--- config.mk ---
export PLATFORM = sky130hd
export DESIGN_NAME = smem_access_arbiter
export DESIGN_NICKNAME = d
export VERILOG_FILES = /design/src/rtl/smem_arb_pkg.sv /design/src/rtl/smem_arb_pick.sv /design/src/rtl/smem_access_arbiter.sv
export SDC_FILE = /design/constraint.sdc
export NUM_CORES = 1
export LEC_CHECK = 0
export CORE_MARGIN = 2
export CORE_UTILIZATION = 46
export CTS_BUF_LIST = sky130_fd_sc_hd__clkbuf_8
export CTS_CLUSTER_SIZE = 24
export DETAILED_ROUTE_END_ITERATION = 10
export PLACE_DENSITY = 0.89
export SYNTH_ARGS = -nofsm -noshare
export SYNTH_HDL_FRONTEND = slang
export SYNTH_HIERARCHICAL = 1
export SYNTH_SLANG_ARGS = --single-unit
--- constraint.sdc ---
create_clock -name clk -period 1.9 [get_ports clk]
set_clock_uncertainty 0.2 [all_clocks]
set_input_delay 0.38 -clock clk [delete_from_list [all_inputs] [get_ports clk]]
set_output_delay 0.38 -clock clk [all_outputs]
set_load 0.05 [all_outputs]
--- src/rtl/smem_arb_pkg.sv ---
`default_nettype none
// ============================================================================
// Module      : smem_arb_pkg
// Description : Shared types and constants for the RC4 S-memory arbiter.
// Revision    : 1.0 - initial release
// ============================================================================
package smem_arb_pkg;

    localparam int SEL_W = 8;

    localparam int REQ_INIT = 0;
    localparam int REQ_KSA  = 1;
    localparam int REQ_PRGA = 2;
    localparam int REQ_CTRL = 3;

    typedef enum logic [1:0] {
        IDLE  = 2'd0,
        GRANT = 2'd1,
        GAP   = 2'd2
    } arb_state_t;

endpackage
`default_nettype wire

--- src/rtl/smem_arb_pick.sv ---
`default_nettype none
// ============================================================================
// Module      : smem_arb_pick
// Description : Combinational winner selection for the S-memory arbiter.
//               SMEM_ARB_ROUND_ROBIN_EN selects round-robin from i_start;
//               otherwise the highest-index active request wins.
// Revision    : 1.0 - initial release
// ============================================================================
module smem_arb_pick #(
    parameter int NUM_REQ = 7
) (
    input  logic [NUM_REQ-1:0] i_req,
    input  logic [2:0]         i_start,
    output logic [NUM_REQ-1:0] o_win,
    output logic [2:0]         o_idx
);

`ifdef SMEM_ARB_ROUND_ROBIN_EN
    int   w_pos;
    logic w_found;

    // Scan from the start pointer and wrap; the first active request wins.
    always_comb begin
        o_win   = '0;
        o_idx   = '0;
        w_found = 1'b0;
        w_pos   = 0;
        for (int k = 0; k < NUM_REQ; k++) begin
            w_pos = int'(i_start) + k;
            if (w_pos >= NUM_REQ) begin
                w_pos = w_pos - NUM_REQ;
            end
            if (!w_found && i_req[w_pos]) begin
                w_found      = 1'b1;
                o_win[w_pos] = 1'b1;
                o_idx        = 3'(w_pos);
            end
        end
    end
`else
    logic w_unused_start;
    assign w_unused_start = ^i_start;

    // Later iterations overwrite earlier ones, so the highest index wins.
    always_comb begin
        o_win = '0;
        o_idx = '0;
        for (int k = 0; k < NUM_REQ; k++) begin
            if (i_req[k]) begin
                o_win    = '0;
                o_win[k] = 1'b1;
                o_idx    = 3'(k);
            end
        end
    end
`endif

endmodule
`default_nettype wire

--- src/rtl/smem_access_arbiter.sv ---
`default_nettype none
// ============================================================================
// Module      : smem_access_arbiter
// Description : Arbitrates the single-port RC4 S-memory between requester
//               FSMs; grants are atomic, bounded by MAX_HOLD, and separated
//               by one idle-bus cycle. Macro: SMEM_ARB_ROUND_ROBIN_EN.
// Revision    : 1.0 - initial release
// ============================================================================
module smem_access_arbiter #(
    parameter int NUM_REQ  = 7,
    parameter int SEL_W    = smem_arb_pkg::SEL_W,
    parameter int MAX_HOLD = 64,
    parameter int HOLD_W   = 7
) (
    input  logic               clk,
    input  logic               rst_n,
    input  logic [NUM_REQ-1:0] req,
    output logic [NUM_REQ-1:0] gnt,
    output logic [SEL_W-1:0]   mux_sel,
    output logic               busy,
    output logic [NUM_REQ-1:0] preempt,
    output logic [2:0]         last_owner
);
    import smem_arb_pkg::*;

    localparam logic [HOLD_W-1:0] C_HOLD_LAST = HOLD_W'(MAX_HOLD - 1);
    localparam logic [2:0]        C_LAST_RST  = 3'(NUM_REQ - 1);

    arb_state_t         r_state;
    logic [HOLD_W-1:0]  r_hold;
    logic [NUM_REQ-1:0] r_gnt;
    logic [SEL_W-1:0]   r_mux_sel;
    logic               r_busy;
    logic [NUM_REQ-1:0] r_preempt;
    logic [2:0]         r_last_owner;

    logic [NUM_REQ-1:0] w_win;
    logic [2:0]         w_win_idx;
    logic               w_owner_req;

    smem_arb_pick #(
        .NUM_REQ (NUM_REQ)
    ) u_pick (
        .i_req   (req),
        .i_start (r_last_owner + 3'd1 == 3'(NUM_REQ) ? 3'd0 : r_last_owner + 3'd1),
        .o_win   (w_win),
        .o_idx   (w_win_idx)
    );

    // While granted, last_owner is the current owner.
    assign w_owner_req = req[r_last_owner];

    always_ff @(posedge clk or negedge rst_n) begin
        if (!rst_n) begin
            r_state      <= IDLE;
            r_hold       <= '0;
            r_gnt        <= '0;
            r_mux_sel    <= '0;
            r_busy       <= 1'b0;
            r_preempt    <= '0;
            r_last_owner <= C_LAST_RST;
        end else begin
            r_preempt <= '0;
            case (r_state)
                IDLE: begin
                    if (|req) begin
                        r_state      <= GRANT;
                        r_gnt        <= w_win;
                        r_mux_sel    <= SEL_W'(w_win);
                        r_busy       <= 1'b1;
                        r_last_owner <= w_win_idx;
                        r_hold       <= '0;
                    end
                end
                GRANT: begin
                    if (!w_owner_req || r_hold == C_HOLD_LAST) begin
                        r_state   <= GAP;
                        r_gnt     <= '0;
                        r_mux_sel <= '0;
                        r_busy    <= 1'b0;
                        // A release on the final cycle is normal, not preemption.
                        if (w_owner_req) begin
                            r_preempt <= r_gnt;
                        end
                    end else begin
                        r_hold <= r_hold + 1'b1;
                    end
                end
                GAP: begin
                    r_state <= IDLE;
                end
                default: begin
                    r_state <= IDLE;
                end
            endcase
        end
    end

    assign gnt        = r_gnt;
    assign mux_sel    = r_mux_sel;
    assign busy       = r_busy;
    assign preempt    = r_preempt;
    assign last_owner = r_last_owner;

endmodule
`default_nettype wire

**Word level (Yosys, flattened, before mapping)**

Cells that the tools add are included.

- Output and inout bits: 26
- Word-level logic and storage cells: 56
- Input port bits: 9
- Bits in registers: 35

- Mux-type cells: 33
- $add $sub $neg: 1
- Reductions and logical operators: 9
- Equality and inequality tests: 5
- $lt $le $gt $ge: 1

Operators by type and width:

| operator | count |
|---|---|
| two-way mux 7 bit | 8 |
| one-hot mux 7 bit (2 select lines) | 2 |
| two-way mux 8 bit | 2 |
| one-hot mux 8 bit (2 select lines) | 1 |
| two-way mux 3 bit | 4 |
| two-way mux 2 bit | 5 |
| adder 7 x 1 -> 7 bit, second input constant | 1 |
| equality test 7 x 6 -> 1 bit, second input constant | 1 |
| OR reduction 7 bit | 1 |
| two-way mux 6 bit | 1 |
| inequality test 2 bit, second input constant | 3 |
| AND reduction 3 bit | 2 |
| two-way mux 1 bit | 5 |
| two-way mux 5 bit | 1 |
| less-than comparator 3 x 4 -> 1 bit, second input constant | 1 |
| two-way mux 4 bit | 1 |
| one-hot mux 2 bit (2 select lines) | 1 |
| AND reduction 2 bit | 2 |
| binary-select mux 1 bit (select 3 bit) | 1 |
| equality test 2 x 1 -> 1 bit, second input constant | 1 |
| logical NOT 2 bit | 1 |
| one-hot mux 1 bit (2 select lines) | 1 |
| nonzero test 2 bit | 1 |
| logical NOT 1 bit | 1 |
| logical OR 1 bit | 1 |

**Depth between registers and ports, before layout**

Gate-level depths: netlist of the first run.

- Word-level depth: 9
- Depth in mapped cells: 6
- Mapped depth without buffers: 5

**Hierarchy**

The synthesis of the first run kept the hierarchy.

By module, submodules not included:

| module | cells each | times used | area an instance (um^2) | sequential area each (um^2) |
|---|---|---|---|---|
| smem_access_arbiter | 127 | 1 | 1378.8 | 678.2 |
| smem_arb_pick | 16 | 1 | 106.4 | 0.0 |

**Least setup slack after synthesis of the first run**

No wires, ideal clock.

- Path kind: reg2reg
- From: reg r_last_owner[0], in the netlist last_owner[0]
- To: reg r_hold[3]
- Buffers on the path: 1
- Clock period less this slack: 2.162 ns
- Cell stages (with the launch flop): 6
- Slack: -0.262 ns
- Setup time: 0.124 ns
- Required time: 1.576 ns
- Data arrival time: 1.838 ns
- Cells stage by stage: dfrtp_1 buf_4 mux2i_1 a221o_2 o21a_4 a211o_1

- Word-level cells in the longest chain between the ends: 6

Ends and longest elaborated chain:

| what | RTL line | source |
|---|---|---|
| start, declared | smem_access_arbiter.sv:35 | `logic [2:0] r_last_owner;` |
| start signal, assigned | smem_access_arbiter.sv:71 | `r_last_owner <= w_win_idx;` |
| binary-select mux 1 bit (select 3 bit) | smem_access_arbiter.sv:51 | `assign w_owner_req = req[r_last_owner];` |
| two-way mux 1 bit (not written as such) | smem_access_arbiter.sv:51 |  |
| logical NOT 1 bit | smem_access_arbiter.sv:76 | `if (!w_owner_req \|\| r_hold == C_HOLD_LAST) begin` |
| logical OR 1 bit | smem_access_arbiter.sv:76 |  |
| inequality test 2 bit (no line) | n/a |  |
| AND reduction 3 bit (no line) | n/a |  |
| end signal, assigned | smem_access_arbiter.sv:86 | `r_hold <= r_hold + 1'b1;` |
| end, declared | smem_access_arbiter.sv:30 | `logic [HOLD_W-1:0] r_hold;` |

Every way passes these cells. The select of a mux whose other input is x is not followed.
A chain may end at the register's enable or synchronous reset.

**Final worst setup path of the first run**

- From: in req[1]
- To: reg r_hold[5]

- Word-level cells in the longest chain between the ends: 6
- Elaborated cells between the ends (all ways): 8
- Classes of those cells: eq/ne (2); mux (2); reduce/logical (4)

Ends and longest elaborated chain:

| what | RTL line | source |
|---|---|---|
| start, declared | smem_access_arbiter.sv:17 | `input logic [NUM_REQ-1:0] req,` |
| binary-select mux 1 bit (select 3 bit) | smem_access_arbiter.sv:51 |  |
| two-way mux 1 bit (not written as such) | smem_access_arbiter.sv:51 |  |
| logical NOT 1 bit | smem_access_arbiter.sv:76 |  |
| logical OR 1 bit | smem_access_arbiter.sv:76 |  |
| inequality test 2 bit (no line) | n/a |  |
| AND reduction 3 bit (no line) (*) | n/a |  |

Mark *: on every way between the ends. The rest lies on a longest branch, timed or not. The select of a mux whose other input is x is not followed.

==> results of run 1 <==
layout make-up:
cell class                 count  share of cell area, %
timing repair buffer          62                   25.6
clock inverter                 1                  0.246
multi-input combinational     90                   35.7
clock buffer                   3                   2.03
sequential                    27                   33.4
inverter                       5                  0.924
tap                           33                   2.03
what timing repair did:
| item | in CTS | in global routing |
|---|---|---|
| resized for setup | 12 | 10 |
| pin swaps | 4 | 4 |
| setup buffers | 4 | 5 |
| endpoints found under the setup margin | 24 | 17 |
registers in the layout, indices dropped and copies added, names as in the netlist:
name and flops:
preempt 7, mux_sel 7, r_hold 7, last_owner 3
busy 1, r_state 2
final timing paths:
| check | to | depth (start not counted) |
|---|---|---|
| max in group asynchronous | last_owner[1] | 2 |
| setup reg to reg | preempt[4] | 6 |
| setup / recovery | r_hold[5] | 5 |
| min in group clk | last_owner[2] | 2 |
| hold reg to reg | last_owner[2] | 2 |
| hold / removal | preempt[0] | 2 |
metrics by stage:
| stage | power, mW | worst slack (ns) | utilization, % | cells |
|---|---|---|---|---|
| floorplan | 1.90 | -0.166 | - | 137 |
| global placement | 2.36 | -0.382 | 61.6 | 209 |
| detailed placement | 2.41 | -0.432 | 61.6 | 209 |
| CTS | 2.80 | 0.0143 | 64.7 | 216 |
| global route | 3.09 | -0.0369 | 67.7 | 221 |
| finish | 2.92 | 0.0330 | 67.7 | 221 |
power groups by stage:
stage          clock network, mW  logic (mW)  registers (mW)
3_3_place_gp                   0        1.50           0.857
2_1_floorplan                  0       0.836            1.07
3_5_place_dp                   0        1.54           0.865
6_report                   0.315        1.77           0.838
4_1_cts                    0.323        1.63           0.846
5_1_grt                    0.347        1.88           0.855
routing by layer:
metal  GRT usage, %  share of wire, %  vias to the layer above
met3           3.46               5.9                        8
met1           20.7                38                      622
met4           6.03               1.5                        0
li1               -                 -                      588
met5              0                 0                        -
met2           38.7                55                       43
==> results.yml, run 1 <==
global_routing:
  first_global_vias: 1255
  antenna_found_initial: 0
  grt.overflow.total: 0
  grt_usage_pct: 19.6
  grt_first_pass_wirelength_um: 5360
  grt_max_degree: 28
clocking:
  cts_hold_buffers: 0
  root_buffer: "clkbuf_8"
  clock-sinks: 27
  cts_buffers: 3
  path_clk_slew_ns: 0.09
  max-clock-path-buffers: 2
  clk_latency_ns: 0.26
  cts_tree: "done"
  h-tree-depth: 1
routing:
  avgRoutedWirePerCell_um: 15.1
  avgViaCountPerCell: 5.71
  drt-total-wl_um: 3340
  first_pass_iters: 4
  final_antenna_net_count: 0
  drc: 0
  num_vias: 1261
  drt_iter0_drc: 38
layout:
  multi_input_area_um2: 726
  n_fill_cell: 232
  area_growth_pct: 41.6
  layout.nets: 199
  seqCellArea_um2: 679
  fin_area_um2: 2030
  layout-drive-gt1-share_pct: 45.2
  final_cell_mix: "buf_4 (50), dfrtp_1 (24), nand2_1 (13)"
  final_common_cell: "buf_4"
  antennaDiodeCount: 0
timing:
  finalSetupViolCount: 0
  whs_ns: 0.270
  rsz0062_at_grt: "true"
  fin_tns_setup_ns: 0
  fmax_mhz: 536
  fin_crit_sh_pct: 98.3
  finalMaxSlewViolations: 0
  finalHoldViolations: 0
  fin_crit_ns: 1.87
setup_path:
  worstPathArrival_ns: 1.83
  crit_path_start: "req[1]"
  start_kind: "input port"
  slowest_delay_ns: 0.52
  cp_max_fo: 6
  cpMaxStageDelayCell: "clkdlybuf4s50_1"
  critPathBufInv: 1
  required_ns: 1.86
  cp_cell_sequence: "clkdlybuf4s50_1 -> nor3_2 -> a211o_2 -> a32o_1 -> a211o_1"
  path_class: "in2reg"
  crit_path_end_kind: "flip-flop"
  crit_family: "compound AO/OA/AOI/OAI gates"
  r2r_start: "r_hold[1]"
  rrSetupSlack_ns: 0.04
power_and_ir_drop:
  p_per_area_nw_per_um2: 1440
  pwr-share-comb_pct: 60.5
  seq_power_share_pct: 28.7
  power.leakage_nw: 0.986
  intPower_mw: 1.63
  ir_drop_mv: 0.553
  clock_power_share_pct: 10.8
  swShare_pct: 44.0
  switchingPower_mw: 1.28
die:
  die_h_um: 59.9
  pin_count: 35
  core_area_um2: 3000
  die_area_um2: 3580
  start_util_pct: 47.8
  die_w_um: 59.9
  rows: 20
synthesis:
  syn_nets: 147
  synth.cell_area_um2: 1440
  synth.yosys.warnings: 6
  syn_avg_cell_area_um2: 10.5
  syn_inst: 137
worst_hold_path:
  worstHoldPathType: "in2async"
job:
  cap_violations: 0
place:
  portBuffers: 33
  gp_congestion: 0.845
  place_area_um2: 1850
  hpwl_um: 2480
run_status:
  status: "complete, no violations"
Note: power is estimated with default switching activity, not from simulation.
==> run 2, diff against run 1 <==
SKIP_CTS_REPAIR_TIMING = 1   (was default)
clock period = 1.65 ns   (was 1.9 ns; I/O delays follow)
==> run 2 against run 1 <==
Die area unchanged. Non-clock buffer count up 6. Global-route usage up 3.4 points. Combinational power up 36%. Via count up 11%. Worst setup slack worse by 0.26 ns. The run now ends with setup timing left. Power up 31%. Cell count up 3.2%. Sequential power up 22%. Largest cell class is now buffers. Sequential cell count unchanged.
==> results.yml, run 2 (synthesized netlist as in run 1, its figures left out) <==
clocking:
  h-tree-depth: 1
  max-clock-path-buffers: 2
  clk_latency_ns: 0.28
  cts_tree: "done"
  root_buffer: "clkbuf_8"
  clock-sinks: 27
  cts_buffers: 3
  path_clk_slew_ns: 0.10
timing:
  fin_crit_sh_pct: 114
  finalMaxSlewViolations: 0
  layout_setup_ws_ns: -0.225
  fin_crit_ns: 1.87
  rsz0062_at_grt: "true"
  fmax_mhz: 533
  finalHoldViolations: 0
  finalSetupViolCount: 25
die:
  core_area_um2: 3000
  pin_count: 35
  start_util_pct: 47.8
  die_area_um2: 3580
  die_w_um: 59.9
  rows: 20
  die_h_um: 59.9
layout:
  fin_util_pct: 80.4
  fin_area_um2: 2410
  layout-drive-gt1-share_pct: 47.2
  area_growth_pct: 68.3
  layout.nets: 206
  antennaDiodeCount: 0
  final_cell_mix: "buf_4 (33), buf_12 (26), dfrtp_1 (24)"
  final_common_cell: "buf_4"
setup_path:
  slowest_delay_ns: 0.59
  cp_max_fo: 7
  critPathBufInv: 0
  rr_worst_depth: 4
  path_class: "reg2reg"
  crit_family: "compound AO/OA/AOI/OAI gates"
  r2r_start: "last_owner[2]"
  rrSetupSlack_ns: -0.22
  start_kind: "flip-flop"
  worstReg2RegEnd: "r_hold[4]"
  worstPathArrival_ns: 1.84
  cpMaxStageDelayCell: "dfstp_2"
  required_ns: 1.62
  cp_cell_sequence: "nor2b_1 -> a221o_2 -> o21a_4 -> a211o_1"
  crit_path_end_kind: "flip-flop"
routing:
  avgViaCountPerCell: 6.14
  drt_iter0_drc: 53
  drc: 0
  wl_met2_um: 2570
  top_layer: "met4"
  first_pass_iters: 4
  avgRoutedWirePerCell_um: 21.0
  num_vias: 1399
  final_antenna_net_count: 0
  route.met3.wl_um: 264
  met1_length_um: 1710
  drt-total-wl_um: 4780
global_routing:
  antenna_found_initial: 0
  first_global_vias: 1353
  grt_max_degree: 28
  grt_first_pass_wirelength_um: 6210
  grt_usage_pct: 23.1
  grt.overflow.total: 0
run_status:
  status: "finished, violations left"
  violations: "setup timing"
worst_hold_path:
  worstHoldPathType: "in2async"
job:
  cap_violations: 0
power_and_ir_drop:
  ir_drop_mv: 0.946
  power.leakage_nw: 1.15
  p_per_area_nw_per_um2: 1580
place:
  hpwl_um: 3110
  portBuffers: 33
  gp_congestion: 0.865
  place_area_um2: 2210
[run 2: changes by cell type in the layout (fill, tap and decap cells not counted), sizes merged]
cell / change
buf: +6
clkdlybuf4s50: -2
dlygate4sd2: -5
dlymetal6s2s: +7
o21ai: +1
[run 2: how the worst max path moves through the flow]
stage	slack [ns]	cells past startpoint	end	start
2_1_floorplan	-0.42	5	r_hold[3]	last_owner[2]
6_report	-0.22	4	r_hold[4]	last_owner[2]
3_3_place_gp	-0.55	5	mux_sel[6]	req[3]
3_5_place_dp	-0.66	5	mux_sel[0]	req[3]
5_1_grt	-0.27	4	r_hold[4]	last_owner[2]
4_1_cts	-0.37	5	mux_sel[0]	req[3]
[run 2: per-layer routing]
metal  up-vias  GRT usage [%]
li1        606              -
met2        91           46.0
met5         -              0
met4         0           6.35
met1       680           25.5
met3        22           1.95
[run 2: stage by stage]
| stage | TNS [ns] | hold slack, ns | total power, mW | cells | worst slack (ns) |
|---|---|---|---|---|---|
| after floorplan | -6.58 | -0.166 | 2.20 | 137 | -0.416 |
| after global placement | -12.75 | 0.286 | 3.06 | 219 | -0.550 |
| after detailed placement | -15.02 | 0.293 | 3.14 | 219 | -0.657 |
| after CTS | -7.22 | 0.217 | 3.52 | 223 | -0.371 |
| after global routing | -4.47 | 0.264 | 3.98 | 228 | -0.270 |
| final | -3.31 | 0.239 | 3.82 | 228 | -0.225 |
[run 2: final cells by class]
type	instances	area (um2)
timing repair buffer	68	877
clock inverter	1	5.00
tap	33	41.3
fill	170	588
sequential	27	679
multi-input combinational	91	752
clock buffer	3	41.3
inverter	5	18.8
[run 2: report_power, final]
group	internal, mW	switching [mW]
clock	0.170	0.218
combinational	1.17	1.24
sequential	0.820	0.205
